### config.mk
export PLATFORM = sky130hd
export DESIGN_NAME = bus_arb_4
export DESIGN_NICKNAME = d
export VERILOG_FILES = /design/src/rtl/bus_arb_4_pkg.sv /design/src/rtl/bus_arb_4_mux.sv /design/src/rtl/bus_arb_4.sv
export SDC_FILE = /design/constraint.sdc
export NUM_CORES = 1
export LEC_CHECK = 0
export ABC_AREA = 1
export CORE_MARGIN = 2
export CORE_UTILIZATION = 36
export CTS_BUF_LIST = sky130_fd_sc_hd__clkbuf_16
export CTS_CLUSTER_SIZE = 8
export DETAILED_ROUTE_END_ITERATION = 8
export GPL_ROUTABILITY_DRIVEN = 0
export PLACE_DENSITY = 0.81
export SETUP_SLACK_MARGIN = 0.3
export SLEW_MARGIN = 20
export SYNTH_ARGS = -nofsm -noshare
export SYNTH_HDL_FRONTEND = slang
export SYNTH_SLANG_ARGS = --single-unit
### constraint.sdc
create_clock -name clk -period 3.9 [get_ports clk]
set_clock_uncertainty 0.2 [all_clocks]
set_input_delay 1.17 -clock clk [delete_from_list [all_inputs] [get_ports clk]]
set_output_delay 1.17 -clock clk [all_outputs]
set_load 0.01 [all_outputs]
### src/rtl/bus_arb_4_pkg.sv
// bus_arb_4_pkg: shared state encoding and requester indices for the four-way arbiter
package bus_arb_4_pkg;

    typedef enum logic {
        IDLE = 1'b0,
        FULL = 1'b1
    } state_t;

    localparam logic [1:0] REQ_A = 2'd0;
    localparam logic [1:0] REQ_B = 2'd1;
    localparam logic [1:0] REQ_C = 2'd2;
    localparam logic [1:0] REQ_D = 2'd3;

    localparam int N_REQ = 4;

endpackage

### src/rtl/bus_arb_4_mux.sv
// mux_4in: 4-input payload selector indexed by requester number
module mux_4in
    import bus_arb_4_pkg::*;
#(
    parameter int W = 32
) (
    input  logic [1:0]   mux_s,
    input  logic [W-1:0] mux_in_a,
    input  logic [W-1:0] mux_in_b,
    input  logic [W-1:0] mux_in_c,
    input  logic [W-1:0] mux_in_d,
    output logic [W-1:0] mux_out
);

    // route the selected requester's payload to the output
    always_comb begin
        mux_out = mux_s == REQ_A ? mux_in_a :
                  mux_s == REQ_B ? mux_in_b :
                  mux_s == REQ_C ? mux_in_c : mux_in_d;
    end

endmodule

### src/rtl/bus_arb_4.sv
// bus_arb_4: round-robin arbiter of four requesters onto one registered valid/ready channel
module bus_arb_4
    import bus_arb_4_pkg::*;
#(
    parameter int DATA_W = 32
) (
    input  logic              clk,
    input  logic              rst_n,
    input  logic [3:0]        req,
    input  logic [DATA_W-1:0] in_a,
    input  logic [DATA_W-1:0] in_b,
    input  logic [DATA_W-1:0] in_c,
    input  logic [DATA_W-1:0] in_d,
    output logic [3:0]        gnt,
    output logic              out_valid,
    input  logic              out_ready,
    output logic [DATA_W-1:0] out_data,
    output logic [1:0]        out_src
);

    state_t            state, state_nxt;
    logic [1:0]        ptr;
    logic [1:0]        win;
    logic [1:0]        idx;
    logic              capture;
    logic [DATA_W-1:0] mux_out;

    mux_4in #(.W(DATA_W)) u_mux (
        .mux_s    (win),
        .mux_in_a (in_a),
        .mux_in_b (in_b),
        .mux_in_c (in_c),
        .mux_in_d (in_d),
        .mux_out  (mux_out)
    );

    // round-robin search: scan farthest offset first so the nearest set bit from ptr wins
    always_comb begin
        win = ptr;
        idx = ptr;
        for (int k = N_REQ - 1; k >= 0; k--) begin
            idx = ptr + 2'(k);
            if (req[idx]) win = idx;
        end
    end

    // capture when a request is pending and the output register is free; gnt masked during reset
    always_comb begin
        capture   = rst_n && (|req) && (state == IDLE || out_ready);
        gnt       = capture ? 4'(4'b0001 << win) : 4'b0000;
        out_valid = state == FULL;
        state_nxt = capture ? FULL : (state == FULL && out_ready) ? IDLE : state;
    end

    // state, pointer and output register; reset drops any held payload immediately
    always_ff @(posedge clk or negedge rst_n) begin
        if (!rst_n) begin
            state    <= IDLE;
            ptr      <= REQ_A;
            out_data <= '0;
            out_src  <= REQ_A;
        end else begin
            state <= state_nxt;
            if (capture) begin
                ptr      <= win + 2'd1;
                out_data <= mux_out;
                out_src  <= win;
            end
        end
    end

endmodule

==> results of run 1 <==
## registers in the layout (all words and copies together) (netlist names)
register / flops
out_valid: 1
out_src: 2
ptr: 2
out_data: 32
## stage by stage
step	worst slack, ns	TNS [ns]	cells	area (sq um)	power [uW]
after CTS	0.163	0	666	4690	4280
final	0.0980	0	668	4720	4290
after global routing	0.0301	0	668	4720	4780
after global placement	-0.712	-5.43	652	4450	3660
after floorplan	0.224	0	400	2690	2940
after detailed placement	-0.790	-9.64	652	4450	3770
## logic make-up after synthesis
family                     Yosys count  share of synthesized area (%)
buffers and inverters               46                           8.78
AOI/OAI and AO/OA                   99                           19.2
DFF                                 37                           35.9
adders and majority gates            4                           1.94
and+or+nand+nor                    214                           34.2
## layout make-up
type	instances	area, sq um	share of cell area, %
sequential	37	926	19.6
clock buffer	5	125	2.65
timing repair buffer	193	1890	40.1
clock inverter	3	11.3	0.238
multi-input combinational	317	1560	33.0
tap	96	120	2.54
inverter	17	86.3	1.83
## what timing repair did
action	4_1_cts	5_1_grt
gates cloned	0	0
setup buffers	6	2
pin swaps	15	9
endpoints found under the setup margin	36	5
resized for setup	56	5
## per-layer routing
metal / GRT usage (%) / up-vias
met5: 0 / -
met4: 6.06 / 0
met3: 6.34 / 22
met2: 40.3 / 141
met1: 22.5 / 1435
li1: - / 1645
## placed cells by master (no fill, tap or decap), types with 2 or more instances in the layout
cell type	n
buf_4	18
inv_4	2
o21ai_1	32
inv_1	9
nand2_4	2
nor2_4	3
nand3_2	6
dfrtp_1	37
nand2_1	151
buf_2	3
inv_2	6
o21ai_0	66
ha_4	3
clkdlybuf4s50_1	164
clkbuf_16	5
nand2_2	14
buf_6	6
nand3_1	36
inv_6	2
## worst max path at each step
stage | cells past startpoint | start | endpoint
after floorplan | 15 | req[3] | gnt[0]
after global placement | 13 | req[2] | gnt[3]
after detailed placement | 13 | req[2] | gnt[3]
after CTS | 15 | req[3] | gnt[2]
after global routing | 16 | req[3] | gnt[2]
final | 14 | req[3] | gnt[3]
## power by group through the flow
stage / registers (uW) / clock network, uW / logic [uW]
4_1_cts: 682 / 372 / 3220
3_3_place_gp: 678 / 0 / 2980
5_1_grt: 707 / 391 / 3680
6_report: 682 / 361 / 3240
3_5_place_dp: 687 / 0 / 3090
2_1_floorplan: 767 / 0 / 2170
## worst register-to-register path, delay by kind of cell, from the launching register on
kind            cells  cell delay (ns)
compound gates      3             0.30
simple gates        9             0.91
flops               1             0.37
fa+ha+maj           1             0.18
buf+inv             5             0.86
==> metrics.txt, run 1 <==
hold crit path type=flop to flop; root buf cell=clkbuf_16; Slowest cell on crit path=buf_2; Max Used Layer=met4; status=complete, no violations; sequential share of power=15.9%; HPWL Detailed=6730 um; WP data required=2.53 ns; post-DR vias/cell=4.85; CP most frequent cell=nand2_2; vias in the first global route=2957; share of cells above drive strength 1=13.3%; Area contributors post-synth=dfrtp_1 (36%), nand2_1 (24%), o21ai_0 (13%), nand3_1 (7.8%), o21ai_1 (6.2%); Vias=3243; TritonCTS clock tree=done; post-synthesis sequential area ratio=35.9%; Arr. time, crit path=2.43 ns; largest net degree at the start of global routing=65; R2R cell count=18; min Tclk post-route=3.80 ns; Yosys top cell area share=35.9%; Ys Warns=0; Leak=0.00213 uW; post-route ant nets=0; Longest Clk Path Bufs=2; FP Rows=30; Starting Density=37.5%; max incr delay on CP=0.15 ns; synthesized flop and latch total=37; CP max FO=4; Final Core Density=68.8%; number of diodes=0; die height=88.6 um; hold slack=0.281 ns; worst r2r dst=out_data[4]$_DFFE_PN0P_; first-pass GRT wire length=13200 um; synthesized area per cell=6.45 sq um; CTS Sinks=37; die width=88.6 um; Async S/R FF share, synth=100%; Reg2Reg Launch Point=ptr[0]$_DFFE_PN0P_; Tot GR Track Use=21.2%; total wire length=8870 um; Pwr Density=907 nW/um^2; Metal-1 WL=3290 um; Core Region=6870 sq um; Most used DFF post-synth=dfrtp_1; fin crit share=97.5%; Pint=2180 uW; final hold vios=0; P_sw=2100 uW; Syn Inst Count=400; Post-synth EDFFs=0; Worst Hold End=out_data[27]$_DFFE_PN0P_; critical path type=primary input to output port; Clock power frac=8.4%; family with the most delay on the worst path=simple AND/OR/NAND/NOR gates; die area=7860 sq um; Tightest Pin Transition=0.573 ns; Num CTS Buffers=5; synthesized cell area=2580 sq um; initial drt markers=91; nature of the critical path endpoint=output port; Congestion Overflow GR=0; Comb pwr share=75.7%; Buf+Inv Stages, Crit Path=6; Final setup violation count=0; DRT Pass-1 Iters=4; worst vdd ir=0.606 mV; max_slew headroom=61.8%; Post-route DRC=0; startpoint types=primary input; Max Cap Violations=0; Netlist cell types=17; Yosys top cell by area=dfrtp_1; cts hold-fix bufs=0; switching portion of total power=49.1%; RSZ-0062 raised after global routing=true; Commonest cells post-synth=nand2_1 (162), o21ai_0 (67), nand3_1 (40), dfrtp_1 (37), o21ai_1 (32); fmax=263 MHz; initial antenna violation count=0; hold_sp=out_data[27]$_DFFE_PN0P_; Top-Level Pins=174; hold depth=2; max-slew violation count=0; met3 wire len=882 um; setup slack, reg-to-reg=0.93 ns; Cell Chain, Critical Path=buf_8 > inv_6 > o21ai_4 > nand2_2 > nand2_2 > inv_2 > nand3_2 > nand3_2 > nand2_2 > buf_6 > ha_4 > inv_1 > nor2_2 > buf_2; per-cell routed wire length=13.3 um; Port Buffer Count=173; Nets=710; H-tree depth=2; Net Count, Synth=539; Clock transition at path regs=0.05 ns; cell with the most instances after synthesis=nand2_1; Met2 Wirelength=4500 um; clk_lat worst skew=0.27 ns; fill count=602; synth-to-layout area growth=83.2%
Power figures use the tool's default switching activity.
==> run 2, diff against run 1 <==
Settings changed: SKIP_CTS_REPAIR_TIMING set to 1.
==> run 2 against run 1 <==
Effect of this change: via count grew 0.62%; final area unchanged; fmax shrank 0.62%; global-route usage is 0.62 points lower; count of clock-buffer cells in the layout unchanged; core utilization stayed put; setup slack worse by 0.024 ns; sequential power about the same; critical path type unchanged.
==> metrics.txt, run 2 (synthesis results as in run 1) <==
share of cells above drive strength 1=13.3% (+0.047 points); Multi-input gate area=1580 sq um (+1.1%); most common cell after layout, fill and taps aside=clkdlybuf4s50_1; Leak=0.00212 uW (-0.32%); DRT Pass-1 Iters=4 (unchanged); nature of the critical path endpoint=output port; Core Region=6870 sq um (unchanged); initial antenna violation count=0 (unchanged); Pwr Density=908 nW/um^2 (about the same); CP max FO=4 (unchanged); WP data required=2.53 ns (about the same); worst vdd ir=0.591 mV (-2.5%); min Tclk post-route=3.83 ns (+0.0239 ns); HPWL Detailed=6730 um (unchanged); clk_lat worst skew=0.27 ns (about the same); max-slew violation count=0 (unchanged); die area=7860 sq um (unchanged); initial drt markers=114 (+25%); fmax=261 MHz (-0.62%); Biggest register=out_data; Top Registers=out_data x32, out_src x2, ptr x2; post-route ant nets=0 (unchanged); fill count=599 (-0.50%); Reg area=926 sq um (unchanged); CTS Sinks=37 (unchanged); H-tree depth=2 (unchanged); Final Core Density=68.8% (unchanged); Num CTS Buffers=5 (unchanged); RSZ-0062 raised after global routing=true; vias in the first global route=2911 (-1.6%); Tot GR Track Use=20.6% (-0.62 points); Longest Clk Path Bufs=2 (unchanged); FP Rows=30 (unchanged); root buf cell=clkbuf_16; largest net degree at the start of global routing=65 (unchanged); post-DR vias/cell=4.90 (+0.92%); Max Cap Violations=0 (unchanged); Port Buffer Count=173 (unchanged); die width=88.6 um (unchanged); Placed Area=4450 sq um (unchanged); Vias=3263 (+0.62%); per-cell routed wire length=13.4 um (+0.68%); max_slew headroom=61.7% (-0.12 points); first-pass GRT wire length=12900 um (-2.5%); total wire length=8910 um (+0.38%); status=complete, no violations; fin crit share=98.1% (+0.61 points); startpoint types=primary input; Top-Level Pins=174 (unchanged); TritonCTS clock tree=done; most frequent cells in the layout=clkdlybuf4s50_1 (164), nand2_1 (150), o21ai_0 (67), dfrtp_1 (37), nand3_1 (36); Final setup violation count=0 (unchanged); die height=88.6 um (unchanged); max reg flops=32 (unchanged); hold crit path type=flop to flop; Tightest Pin Transition=0.575 ns (+0.00176 ns); Nets=708 (-0.28%); final hold vios=0 (unchanged); synth-to-layout area growth=83.2% (unchanged); Clock transition at path regs=0.05 ns (about the same); Starting Density=37.5% (unchanged); Congestion Overflow GR=0 (unchanged); design area=4720 sq um (unchanged); critical path type=primary input to output port; Post-route DRC=0 (unchanged); Arr. time, crit path=2.46 ns (+0.03 ns); number of diodes=0 (unchanged)
-- run 2: layout make-up --
cell class	instances	share of cell area [%]
Clock inverter	3	0.238
Multi-Input combinational cell	317	33.4
Tap cell	96	2.54
Clock buffer	5	2.65
Inverter	17	1.93
Sequential cell	37	19.6
Timing Repair Buffer	191	39.6
-- run 2: per-stage QoR --
stage	cells	setup WS, ns	power [uW]	hold WS [ns]	setup TNS (ns)
2_1_floorplan	400	0.224	2940	0.315	0
3_3_place_gp	652	-0.712	3660	0.265	-5.43
3_5_place_dp	652	-0.790	3770	0.270	-9.64
4_1_cts	660	-0.811	4150	0.285	-3.16
5_1_grt	666	-0.00724	4770	0.309	-0.00724
6_report	666	0.0741	4290	0.281	0
-- run 2: where the power goes --
group | leakage (uW) | internal [uW] | switching, uW
sequential | 0.000450 | 580 | 103
combinational | 0.00160 | 1350 | 1890
clock | 0.0000776 | 229 | 132
-- run 2: worst max-delay path: stages --
cell and delay (ns):
clkbuf_2 0.10, nand2_1 0.07, nand2_2 0.12, nand2_2 0.07, nand2_2 0.08, inv_2 0.06
nand2_4 0.09, nand2_2 0.06, nand2_2 0.08, nand2_4 0.08, inv_4 0.08, ha_4 0.13
inv_4 0.04, nor2_4 0.11, buf_6 0.11
-- run 2: final timing paths --
check                      cells after the start  slack, ns                     start                        to
max reg2reg                                   18       0.81        ptr[0]$_DFFE_PN0P_   out_data[4]$_DFFE_PN0P_
max in group asynchronous                      2       2.39                     rst_n   out_data[8]$_DFFE_PN0P_
min in group asynchronous                      2       0.79                     rst_n  out_data[16]$_DFFE_PN0P_
min                                            2       0.28  out_data[27]$_DFFE_PN0P_  out_data[27]$_DFFE_PN0P_
min reg2reg                                    2       0.28  out_data[27]$_DFFE_PN0P_  out_data[27]$_DFFE_PN0P_
max                                           15       0.07                    req[1]                    gnt[0]
-- run 2: per-layer routing --
metal	wire length, um	track usage [%]	up-vias
li1	-	-	1640
met1	3220	21.2	1450
met2	4520	39.1	147
met3	955	7.37	26
met4	213	5.51	0
met5	0	0	-
